File: config.mk
export PLATFORM = sky130hd
export DESIGN_NAME = fifo_pack_reader
export DESIGN_NICKNAME = d
export VERILOG_FILES = /design/src/rtl/fifo_pack_reader.sv
export SDC_FILE = /design/constraint.sdc
export NUM_CORES = 1
export LEC_CHECK = 0
export ABC_AREA = 0
export BUFFER_PORTS_ARGS = -buffer_cell sky130_fd_sc_hd__buf_4
export CAP_MARGIN = 20
export CORE_ASPECT_RATIO = 0.8
export CORE_MARGIN = 2
export CORE_UTILIZATION = 44
export DETAILED_ROUTE_END_ITERATION = 8
export PLACE_DENSITY_LB_ADDON = 0.08
export REMOVE_ABC_BUFFERS = 1
export SLEW_MARGIN = 20
export SYNTH_ARGS = -nofsm -noshare
export SYNTH_HDL_FRONTEND = slang
export SYNTH_SLANG_ARGS = --single-unit
File: constraint.sdc
create_clock -name clk_i -period 1.4 [get_ports clk_i]
set_input_delay 0.35 -clock clk_i [delete_from_list [all_inputs] [get_ports clk_i]]
set_output_delay 0.35 -clock clk_i [all_outputs]
set_load 0.02 [all_outputs]
File: src/rtl/fifo_pack_reader.sv
// fifo_pack_reader: pops RATIO narrow words from a first-word-fall-through
// FIFO, packs them into one wide word and offers it downstream on a
// valid/ready handshake.
//
// Handshake: wide_valid_o is raised when a word is complete (or flushed) and
// then wide_data_o, wide_count_o and wide_valid_o hold steady until a clock
// edge sees wide_valid_o=1 and wide_ready_i=1; that edge is the transfer.
// On the FIFO side, fifo_read_o is a same-cycle pop that is only asserted
// while the FIFO reports non-empty, so every asserted pop consumes exactly
// the word shown on fifo_rd_data_i at that edge.
module fifo_pack_reader #(
    parameter int DATA_WIDTH = 8,
    parameter int RATIO      = 2,
    parameter int MSB_FIRST  = 0
) (
    input  logic                          clk_i,
    input  logic                          reset_i,
    input  logic                          fifo_empty_i,
    input  logic [DATA_WIDTH-1:0]         fifo_rd_data_i,
    output logic                          fifo_read_o,
    input  logic                          flush_i,
    output logic [DATA_WIDTH*RATIO-1:0]   wide_data_o,
    output logic [$clog2(RATIO+1)-1:0]    wide_count_o,
    output logic                          wide_valid_o,
    input  logic                          wide_ready_i
);

    localparam int CW = $clog2(RATIO);
    localparam int NW = $clog2(RATIO+1);
    localparam int WW = DATA_WIDTH * RATIO;

    typedef enum logic {
        COLLECT = 1'b0,
        HOLD    = 1'b1
    } state_t;

    state_t          state_q, state_d;
    logic [CW-1:0]   cnt_q, cnt_d;
    logic [WW-1:0]   data_q, data_d;
    logic [NW-1:0]   count_q, count_d;
    logic            valid_q, valid_d;

    logic            pop;
    logic            last_slice;
    logic [CW-1:0]   slice_idx;

    // Pop only while collecting, only when the FIFO has data, never in reset.
    assign fifo_read_o = (state_q == COLLECT) && !fifo_empty_i && !reset_i;
    assign pop         = fifo_read_o;

    // Slot for the word popped this cycle; MSB_FIRST fills from the top down.
    assign slice_idx  = (MSB_FIRST != 0) ? (CW'(RATIO-1) - cnt_q) : cnt_q;
    assign last_slice = (cnt_q == CW'(RATIO-1));

    assign wide_data_o  = data_q;
    assign wide_count_o = count_q;
    assign wide_valid_o = valid_q;

    // Next-state and datapath decisions for both states.
    always_comb begin
        state_d = state_q;
        cnt_d   = cnt_q;
        data_d  = data_q;
        count_d = count_q;
        valid_d = valid_q;
        case (state_q)
            COLLECT: begin
                if (pop) begin
                    for (int i = 0; i < RATIO; i++) begin
                        if (CW'(i) == slice_idx) begin
                            data_d[i*DATA_WIDTH +: DATA_WIDTH] = fifo_rd_data_i;
                        end
                    end
                    // A flush in the same cycle as a pop includes the popped word.
                    if (last_slice || flush_i) begin
                        state_d = HOLD;
                        valid_d = 1'b1;
                        count_d = NW'(cnt_q) + NW'(1);
                        cnt_d   = '0;
                    end else begin
                        cnt_d = cnt_q + CW'(1);
                    end
                end else if (flush_i && (cnt_q != '0)) begin
                    // Partial word: unfilled slices are still zero from the last clear.
                    state_d = HOLD;
                    valid_d = 1'b1;
                    count_d = NW'(cnt_q);
                    cnt_d   = '0;
                end
            end
            HOLD: begin
                if (wide_ready_i) begin
                    state_d = COLLECT;
                    valid_d = 1'b0;
                    count_d = '0;
                    data_d  = '0;
                end
            end
            default: begin
                state_d = COLLECT;
            end
        endcase
    end

    // State register.
    always_ff @(posedge clk_i or posedge reset_i) begin
        if (reset_i) begin
            state_q <= COLLECT;
        end else begin
            state_q <= state_d;
        end
    end

    // Slice counter and output word registers; reset discards any partial word.
    always_ff @(posedge clk_i or posedge reset_i) begin
        if (reset_i) begin
            cnt_q   <= '0;
            data_q  <= '0;
            count_q <= '0;
            valid_q <= 1'b0;
        end else begin
            cnt_q   <= cnt_d;
            data_q  <= data_d;
            count_q <= count_d;
            valid_q <= valid_d;
        end
    end

endmodule
# == After elaboration in Yosys (flattened, before gate mapping) ==
# Cells that the tools add are included.
# totals
reg_bits,21
in_bits,13
output_inout_bits,20
wordCells,49
# op_classes
addsub,2
eq_ne,6
muxes,23
bitwise_logic,1
reduce_logical,11
# ops
cell,n
$mux W16,2
$pmux W16 S2,1
$mux W8,2
$mux W1,11
$reduce_and A3 Y1,3
$mux W2,4
$ne A2 B2 Y1 const B,4
$ne A3 B2 Y1 const B,2
$pmux W1 S2,2
$pmux W2 S2,1
$logic_and A1 B1 Y1,3
$add A1 B1 Y2 const B,1
$logic_not A1 Y1,2
$reduce_and A2 Y1,1
$reduce_bool A2 Y1,1
$add A1 B1 Y1 const B,1
$logic_or A1 B1 Y1,1
$not A1 Y1,1

# == Depth between registers and ports, before layout ==
# Gate-level depths: netlist of run 1.
# depth
ltp_word,5
mapped_depth,5
depth_no_buf,3

# == Least setup slack after synthesis of run 1 ==
# Ideal clock, no wire load.
# synth_path
path_type,register -> output
from,register state_q
to,output port fifo_read_o
t_arrival_ps,1036
required_time_ps,1050
path_slack_ps,14
stages_incl_launch_ff,3
path_buffers,1
path_cell_list,dfrtp_1 -> buf_6 -> nor3_1
# synth_via
elab_chain_len,3
# synth_lines
item,line_no,rtl
from (decl),37,"state_t state_q, state_d;"
from (signal assigned),110,state_q <= state_d;
$not A1 Y1 (no line),-,
$logic_and A1 B1 Y1 (2 in a row),48,assign fifo_read_o = (state_q == COLLECT) && !fifo_empty_i && !reset_i;
to (decl),20,"output logic fifo_read_o,"
# Every way passes these cells.

# == Worst setup path in the final report of run 1 ==
# Ends and elaborated chain as after synthesis.

==> results of run 1 <==
[state kept, by name, summed over array words and instances, names as in the netlist]
name and count:
wide_data_o 16, wide_valid_o 1, wide_count_o 2, state_q 1
cnt_q 1
[timing repair]
action                                  in CTS  in global routing
resized for setup                            2                  5
pin swaps                                    1                  1
buffers inserted                             1                  0
gates cloned                                 0                  1
endpoints found under the setup margin       1                  4
[logic make-up after synthesis]
| group | count (synthesis) |
|---|---|
| AO/OA/AOI/OAI | 26 |
| buffers and inverters | 6 |
| flip-flops | 21 |
| AND/OR/NAND/NOR | 42 |
[Yosys cell counts (all sizes together)]
cell type,n,area [sq um]
a21oi,1,5.000
o21ai,20,100.1
nor4,1,21.27
nand2b,3,18.77
o31ai,2,15.01
o21ba,1,10.01
dfrtp,21,525.5
nor3,1,5.000
nor2b,1,6.260
a221oi,1,8.760
nor2,1,3.750
buf,4,35.03
nand2,34,127.6
nor4b,1,23.77
inv,2,7.510
a31o,1,8.760
[final cells by class]
| cell class | count | area, sq um | share of cell area (%) |
|---|---|---|---|
| flip-flops and latches | 21 | 526.8 | 40.99 |
| multi-input cells | 68 | 365.4 | 28.43 |
| repair buffers | 39 | 329.1 | 25.61 |
| inverters | 2 | 7.507 | 0.5842 |
| well taps | 24 | 30.03 | 2.337 |
| clock buffers | 4 | 26.28 | 2.045 |
[power groups by stage]
stage          Sequential (mW)  Clock, mW  Combinational (mW)
3_3_place_gp             0.901          0               0.758
5_1_grt                  0.908      0.330               0.881
3_5_place_dp             0.907          0               0.775
4_1_cts                  0.880      0.297               0.806
2_1_floorplan             1.09          0               0.195
6_report                 0.881      0.290               0.809
[metrics by stage]
step	setup WS (ns)	cell area [sq um]	hold WS, ns	TNS (ns)	utilization (%)
6_report	-0.01931	1285	0.04051	-0.01931	66.69
5_1_grt	-0.05531	1285	0.02446	-0.07261	66.69
4_1_cts	0.002626	1260	0.02642	0	65.39
3_5_place_dp	0.09260	1220	0.3510	0	63.31
3_3_place_gp	0.1099	1220	0.3543	0	63.31
2_1_floorplan	-0.01427	887.1	0.3265	-0.01427	-
[worst max path at each step]
| stage | start | endpoint | slack [ns] | depth (start not counted) |
|---|---|---|---|---|
| floorplan | state_q | fifo_read_o | -0.01 | 1 |
| global placement | state_q | fifo_read_o | 0.11 | 2 |
| detailed placement | state_q | fifo_read_o | 0.09 | 2 |
| CTS | state_q | fifo_read_o | 0.003 | 2 |
| global route | state_q | fifo_read_o | -0.06 | 2 |
| finish | state_q | fifo_read_o | -0.02 | 2 |
[per-layer routing]
metal / share of wire, % / GRT usage (%) / vias to the layer above
li1: - / - / 400
met1: 47 / 25.92 / 371
met2: 47 / 33.10 / 25
met3: 5.7 / 6.954 / 2
met4: 0.60 / 4.390 / 0
met5: 0 / 0 / -
==> key figures, run 1 <==
STA
  • Final worst slack: -0.01931 ns
  • Tightest Pin Transition: 0.2873 ns
  • Final setup vio count: 1
  • RSZ-0062 raised after global routing: true
  • Setup Skew: 0.005845 ns
  • Final min period: 1.419 ns
  • Slew Viols, Final: 0
  • Max-slew headroom: 80.76%
  • Final Hold Fails: 0
  • Tcrit/Tclk final: 101.4%
  • Max Clk Rate: 0.7046 GHz

Route
  • Routed WL: 2.164 mm
  • Router iterations before antenna repair: 4
  • DRT iter0 DRCs: 11
  • Vias: 798
  • WL/cell: 13.70 microns
  • Final ANT Viol Nets: 0
  • # DRC: 0
  • Vias per std cell: 5.051

Clock tree
  • Root buffer cell: clkbuf_4
  • Clk slew on worst S/H paths: 0.11 ns
  • CTS Buf Count: 3
  • Clock Latency Late Sink: 0.30 ns
  • Post-CTS Hold Fix Bufs: 0
  • Clock Tree Buf Depth: 2
  • Clock Sink Count: 21
  • CTS tree: built
  • H-tree depth: 1

Finish
  • Non-filler cells, final: 158
  • Filler cell count: 171
  • # nets final: 148
  • P&R area growth vs syn: 39.35%
  • N_diodes: 0
  • Commonest non-fill, non-tap cells in the layout: nand2_1, buf_4, o21ai_0, dfrtp_1
  • Fraction of layout cells with a size suffix above 1: 35.82%

Power and ir drop
  • P_int: 1.244 mW
  • Power Density: 1541 nW/um^2
  • Clk network pwr share: 14.6%
  • Sequential share of power: 44.5%
  • Pwr Total: 1.980 mW
  • Sw Ratio: 37.17%
  • Peak supply drop: 0.0009217 V
  • Psw: 736.1 uW
  • Combinational Power Share: 40.9%
  • Leak: 0.6124 nW

Critical path
  • R2R Path Start: state_q
  • R2R Setup Slk: 0.05 ns
  • Critical path peak fanout: 2
  • Crit-path max cell delay: 0.45 ns
  • CP delay by family, top: flip-flops
  • CP max-delay cell: dfrtp_2
  • Critical path capture point type: output port
  • Critical path buffer and inverter count: 1
  • R2r worst-path depth: 4
  • Worst Setup Start Kind: flop
  • Worst endpoint required time: 1.05 ns
  • CP Class: reg -> out
  • Worst path arrival time: 1.07 ns
  • CP cell instances: nor3_4 > buf_6
  • Worst R2R End: wide_data_o[14]

Global route
  • First-pass GRT wire length: 3.401 mm
  • Grt total ovfl: 0
  • Vias in the first global route: 730
  • Total GRT Usage: 20.18%
  • Antenna violations before repair: 0
  • Largest net degree at the start of global routing: 18

Placed design
  • IO Port Bufs: 32
  • GPL Wtd Cong: 0.7278
  • DP HPWL: 1.494 mm
  • Placed cells: 152

Synth
  • Main combinational cell family by area after synthesis: simple AND/OR/NAND/NOR gates
  • Synth Register Bits: 21
  • Post-synthesis compound-gate area fraction: 16.01%
  • Mux cell area share after synthesis: 0%
  • YS warnings: 0
  • Xor/xnor share of the synthesized area: 0%
  • Post-Syn Instances: 95
  • Synthesized area per cell: 9.707 sq um
  • Sequential element share of the synthesized area: 56.99%
  • Simple-Gate Fraction of Synth Area: 22.39%
  • Synth unique cells: 18
  • Synth Area in Adders: 0%
  • Mapped Area: 922.1 sq um

Die
  • Die Y: 44.95 microns
  • Die Wd: 55.19 microns
  • Initial core utilization: 47.86%
  • Core area: 1927 sq um
  • Row count: 14
  • Die area: 2480 sq um
  • I/O pins: 33

Min path
  • Min-Delay Path Class: in -> async

Status
  • Status: complete, but fails checks
  • Failing checks: setup timing

Run
  • Maxcap violations: 0
Note: power is estimated with default switching activity, not from simulation.
==> inputs of run 2 (changes only) <==
--- a/config.mk
+++ b/config.mk
@@ -12,7 +12,7 @@
 export CORE_MARGIN = 2
 export CORE_UTILIZATION = 44
 export DETAILED_ROUTE_END_ITERATION = 8
-export PLACE_DENSITY_LB_ADDON = 0.08
+export PLACE_DENSITY = 0.78
 export REMOVE_ABC_BUFFERS = 1
 export SLEW_MARGIN = 20
 export SYNTH_ARGS = -nofsm -noshare
==> key figures, run 2 (synthesis results as in run 1) <==
Route
  • Vias: 833
  • Routed WL: 2.172 mm
  • WL/cell: 13.75 microns
  • DRT iter0 DRCs: 22
  • Final ANT Viol Nets: 0
  • Router iterations before antenna repair: 4
  • # DRC: 0
  • Vias per std cell: 5.272

Clock tree
  • Post-CTS Hold Fix Bufs: 0
  • Root buffer cell: clkbuf_4
  • Clock Latency Late Sink: 0.31 ns
  • CTS Buf Count: 3
  • CTS tree: built
  • H-tree depth: 1
  • Clock Tree Buf Depth: 2
  • Clock Sink Count: 21
  • Clk slew on worst S/H paths: 0.12 ns

STA
  • Max-slew headroom: 82.01%
  • Final min period: 1.367 ns
  • Tcrit/Tclk final: 97.64%
  • Setup Skew: 0.009019 ns
  • Final worst slack: 0.03311 ns
  • Final Hold Fails: 0
  • Slew Viols, Final: 0
  • Final setup vio count: 0
  • RSZ-0062 raised after global routing: true
  • Max Clk Rate: 0.7316 GHz
  • Fin Hold WS: 0.1307 ns
  • Tightest Pin Transition: 0.2699 ns

Critical path
  • Crit-path max cell delay: 0.44 ns
  • CP cell instances: nor3_4 > buf_6
  • Critical path buffer and inverter count: 1
  • CP max-delay cell: dfrtp_2
  • Critical path capture point type: output port
  • CP Class: reg -> out
  • Critical path peak fanout: 2
  • CP delay by family, top: flip-flops
  • Worst Setup Start Kind: flop
  • Worst path arrival time: 1.02 ns
  • Worst endpoint required time: 1.05 ns

Global route
  • First-pass GRT wire length: 3.443 mm
  • Vias in the first global route: 804
  • Total GRT Usage: 19.48%
  • Grt total ovfl: 0
  • Largest net degree at the start of global routing: 22
  • Antenna violations before repair: 0

Finish
  • Max reg flops: 16
  • # nets final: 148
  • Multi-input gate area: 367.9 sq um
  • Commonest non-fill, non-tap cells in the layout: buf_4, nand2_1, dfrtp_1
  • P&R area growth vs syn: 36.91%
  • N_diodes: 0
  • Filler cell count: 166
  • Fraction of layout cells with a size suffix above 1: 36.57%
  • Seq. cell area: 526.8 sq um
  • Non-filler cells, final: 158
  • Most common cell after layout, fill and taps aside: buf_4

Placed design
  • Placed cells: 153
  • Post-place setup slack: 0.1095 ns
  • DP HPWL: 1.560 mm
  • IO Port Bufs: 32
  • GPL Wtd Cong: 0.8339

Power and ir drop
  • Peak supply drop: 0.001207 V
  • Leak: 0.6040 nW
  • Power Density: 1577 nW/um^2
  • Pwr Total: 1.991 mW

Die
  • Initial core utilization: 47.86%
  • Row count: 14
  • Die Wd: 55.19 microns
  • Core area: 1927 sq um
  • I/O pins: 33
  • Die Y: 44.95 microns
  • Die area: 2480 sq um

Run
  • Maxcap violations: 0

Status
  • Status: completed

Min path
  • Min-Delay Path Class: in -> async
run 2: final cells by class:
cell class                      count  area share [%]
Multi-Input combinational cell     68           29.14
Tap cell                           24           2.379
Timing Repair Buffer               39           24.08
Sequential cell                    21           41.72
Clock buffer                        4           2.081
Inverter                            2          0.5946
run 2: report_power, final:
part           internal [mW]  total [mW]  switching (mW)  leakage, nW
Sequential             0.776       0.884           0.109        0.273
Clock                  0.111       0.296           0.185       0.0150
Combinational          0.357       0.811           0.454        0.316
run 2: path summary, 6_finish.rpt:
kind                       cells past startpoint               to         startpoint  slack [ns]
setup / recovery                               2      fifo_read_o            state_q        0.03
setup reg to reg                               6  wide_data_o[15]            state_q        0.08
max in group asynchronous                      3          state_q            reset_i        1.03
hold / removal                                 3  wide_count_o[0]            reset_i        0.13
hold reg to reg                                2     wide_valid_o       wide_valid_o        0.52
min in group clk_i                             3   wide_data_o[4]  fifo_rd_data_i[4]        0.25
run 2: per-stage QoR:
stage               setup TNS, ns  instance area [sq um]  util (%)
floorplan                -0.01427                  887.1         -
global placement                0                   1202     62.40
detailed placement              0                   1202     62.40
CTS                             0                   1242     64.48
global route             -0.02635                   1262     65.52
finish                          0                   1262     65.52
run 2: worst min-delay path, stage by stage:
cell and delay (ns):
buf_4 0.15, inv_1 0.06, buf_4 0.27
run 2: repair_timing:
item                                    4_1_cts  5_1_grt
pin swaps                                     1        0
gates resized for setup                       2        6
endpoints found under the setup margin        1       10
setup buffers                                 1        0
run 2: layer usage:
metal	part of all wire, %	track usage (%)
met1	47	25.98
met2	45	31.67
met3	7.8	6.623
met4	0.41	2.927
met5	0	0
==> inputs of run 3 (changes only) <==
--- a/config.mk
+++ b/config.mk
@@ -10,9 +10,9 @@
 export CAP_MARGIN = 20
 export CORE_ASPECT_RATIO = 0.8
 export CORE_MARGIN = 2
-export CORE_UTILIZATION = 44
+export CORE_UTILIZATION = 43
 export DETAILED_ROUTE_END_ITERATION = 8
-export PLACE_DENSITY = 0.78
+export PLACE_DENSITY = 0.79
 export REMOVE_ABC_BUFFERS = 1
 export SLEW_MARGIN = 20
 export SYNTH_ARGS = -nofsm -noshare
==> constraint.sdc (replaced) <==
create_clock -name clk_i -period 1.2 [get_ports clk_i]
set_input_delay 0.3 -clock clk_i [delete_from_list [all_inputs] [get_ports clk_i]]
set_output_delay 0.3 -clock clk_i [all_outputs]
set_load 0.02 [all_outputs]
==> key figures, run 3 (synthesis results as in run 1) <==
Route
  • Final ANT Viol Nets: 0
  • Vias: 848
  • Routed WL: 2.338 mm
  • Router iterations before antenna repair: 6
  • Vias per std cell: 5.018
  • # DRC: 0
  • DRT iter0 DRCs: 25
  • WL/cell: 13.83 microns

Critical path
  • Critical path buffer and inverter count: 1
  • R2r worst-path depth: 5
  • Crit-path max cell delay: 0.44 ns
  • Crit path depth: 2
  • Worst R2R End: wide_data_o[11]
  • CP delay by family, top: flip-flops
  • CP endpoint: fifo_read_o
  • Critical path peak fanout: 2
  • Worst Setup Start Kind: flop
  • CP Launch Point: state_q
  • CP cell instances: nor3_2 > buf_4
  • Critical path capture point type: output port
  • R2R Setup Slk: -0.14 ns
  • Worst endpoint required time: 0.90 ns
  • Worst path arrival time: 1.05 ns
  • CP Class: reg -> out
  • R2R Path Start: state_q
  • CP max-delay cell: dfrtp_2

STA
  • Fin Hold WS: 0.05646 ns
  • Final setup vio count: 19
  • Slew Viols, Final: 0
  • Max-slew headroom: 79.22%
  • Final min period: 1.346 ns
  • Tightest Pin Transition: 0.3094 ns
  • Max Clk Rate: 0.7429 GHz
  • Final Hold Fails: 0
  • Tcrit/Tclk final: 112.2%
  • Setup TNS: -1.390 ns
  • RSZ-0062 raised after global routing: true
  • Final worst slack: -0.1461 ns
  • Setup Skew: 0.01051 ns

Finish
  • Design area: 1358 sq um
  • Max reg flops: 16
  • Fraction of layout cells with a size suffix above 1: 41.38%
  • Seq. cell area: 526.8 sq um
  • Multi-input gate area: 359.1 sq um
  • N_diodes: 0
  • P&R area growth vs syn: 47.22%
  • Non-filler cells, final: 169
  • Most common cell after layout, fill and taps aside: buf_4
  • # nets final: 159
  • Commonest non-fill, non-tap cells in the layout: buf_4, nand2_1, dfrtp_1
  • Utilization after layout: 69.82%
  • Filler cell count: 156

Global route
  • Antenna violations before repair: 0
  • Top Usage Layer GRT: met2
  • Largest net degree at the start of global routing: 13
  • Grt total ovfl: 0
  • Met1 usage: 22.78%
  • Vias in the first global route: 842
  • Met2 Resource Use GR: 35.95%
  • Met3 Use GR: 2.841%
  • Total GRT Usage: 19.28%
  • First-pass GRT wire length: 3.650 mm

Placed design
  • Placed cells: 157
  • DP Area: 1232 sq um
  • GPL Wtd Cong: 0.8985
  • Post-place setup slack: -0.05167 ns
  • IO Port Bufs: 32
  • DP HPWL: 1.633 mm

Power and ir drop
  • Leak: 0.6662 nW
  • Power Density: 1825 nW/um^2
  • Pwr Total: 2.477 mW
  • Peak supply drop: 0.001055 V

Die
  • Row count: 14
  • Core area: 1944 sq um
  • Die Wd: 55.78 microns
  • Die Y: 45.42 microns
  • Die area: 2533 sq um
  • I/O pins: 33
  • Initial core utilization: 47.43%

Clock tree
  • CTS tree: built
  • Clk slew on worst S/H paths: 0.13 ns
  • Clock Sink Count: 21
  • CTS Buf Count: 3
  • Clock Latency Late Sink: 0.31 ns
  • H-tree depth: 1
  • Clock Tree Buf Depth: 2
  • Root buffer cell: clkbuf_4

Run
  • Maxcap violations: 0

Status
  • Status: complete, but fails checks
  • Failing checks: setup timing

Min path
  • Min-Delay Path Class: in -> async
[run 3: cell count changes in the layout (fill, tap and decap cells not counted), moves of 2 or more]
| cell | change |
|---|---|
| buf_4 | +4 |
| o21ai_0 | -2 |
| o21ai_1 | +2 |
| buf_6 | +6 |
[run 3: layout make-up]
type	count	share of cell area (%)
sequential	21	38.80
timing repair buffer	50	29.95
multi-input combinational	68	26.45
tap	24	2.212
clock buffer	3	1.659
inverter	2	0.5530
clock inverter	1	0.3687
[run 3: worst register-to-register path, cell delays in order, from the launching register on]
cell     delay (ns)
dfrtp_2        0.44
buf_4          0.17
nor4b_4        0.30
buf_4          0.20
nand2_1        0.07
o21ai_0        0.09
[run 3: report_power, final]
part | switching [mW] | leakage, nW | internal, mW
sequential | 0.130 | 0.273 | 0.905
clock | 0.223 | 0.0177 | 0.124
combinational | 0.563 | 0.375 | 0.532
total | 0.916 | 0.666 | 1.56
[run 3: how the worst min path moves through the flow]
stage	to	slack, ns	from
6_report	wide_data_o[1]	0.06	reset_i
3_5_place_dp	wide_count_o[1]	0.38	reset_i
5_1_grt	wide_data_o[13]	0.07	reset_i
4_1_cts	wide_data_o[6]	0.04	reset_i
2_1_floorplan	cnt_q	0.28	reset_i
3_3_place_gp	wide_data_o[6]	0.37	reset_i
[run 3: timing repair]
| item | 4_1_cts | 5_1_grt |
|---|---|---|
| buffers inserted | 2 | 4 |
| pin swaps | 3 | 0 |
| gates cloned | 2 | 0 |
| gates resized for setup | 4 | 12 |
| hold buffers | 0 | 0 |
| setup endpoints to repair | 17 | 32 |
[run 3: routing by layer]
metal | wire length [microns] | up-vias
li1 | - | 418
met1 | 1015 | 400
met2 | 1163 | 27
met3 | 141 | 3
met4 | 18 | 0
met5 | 0 | -
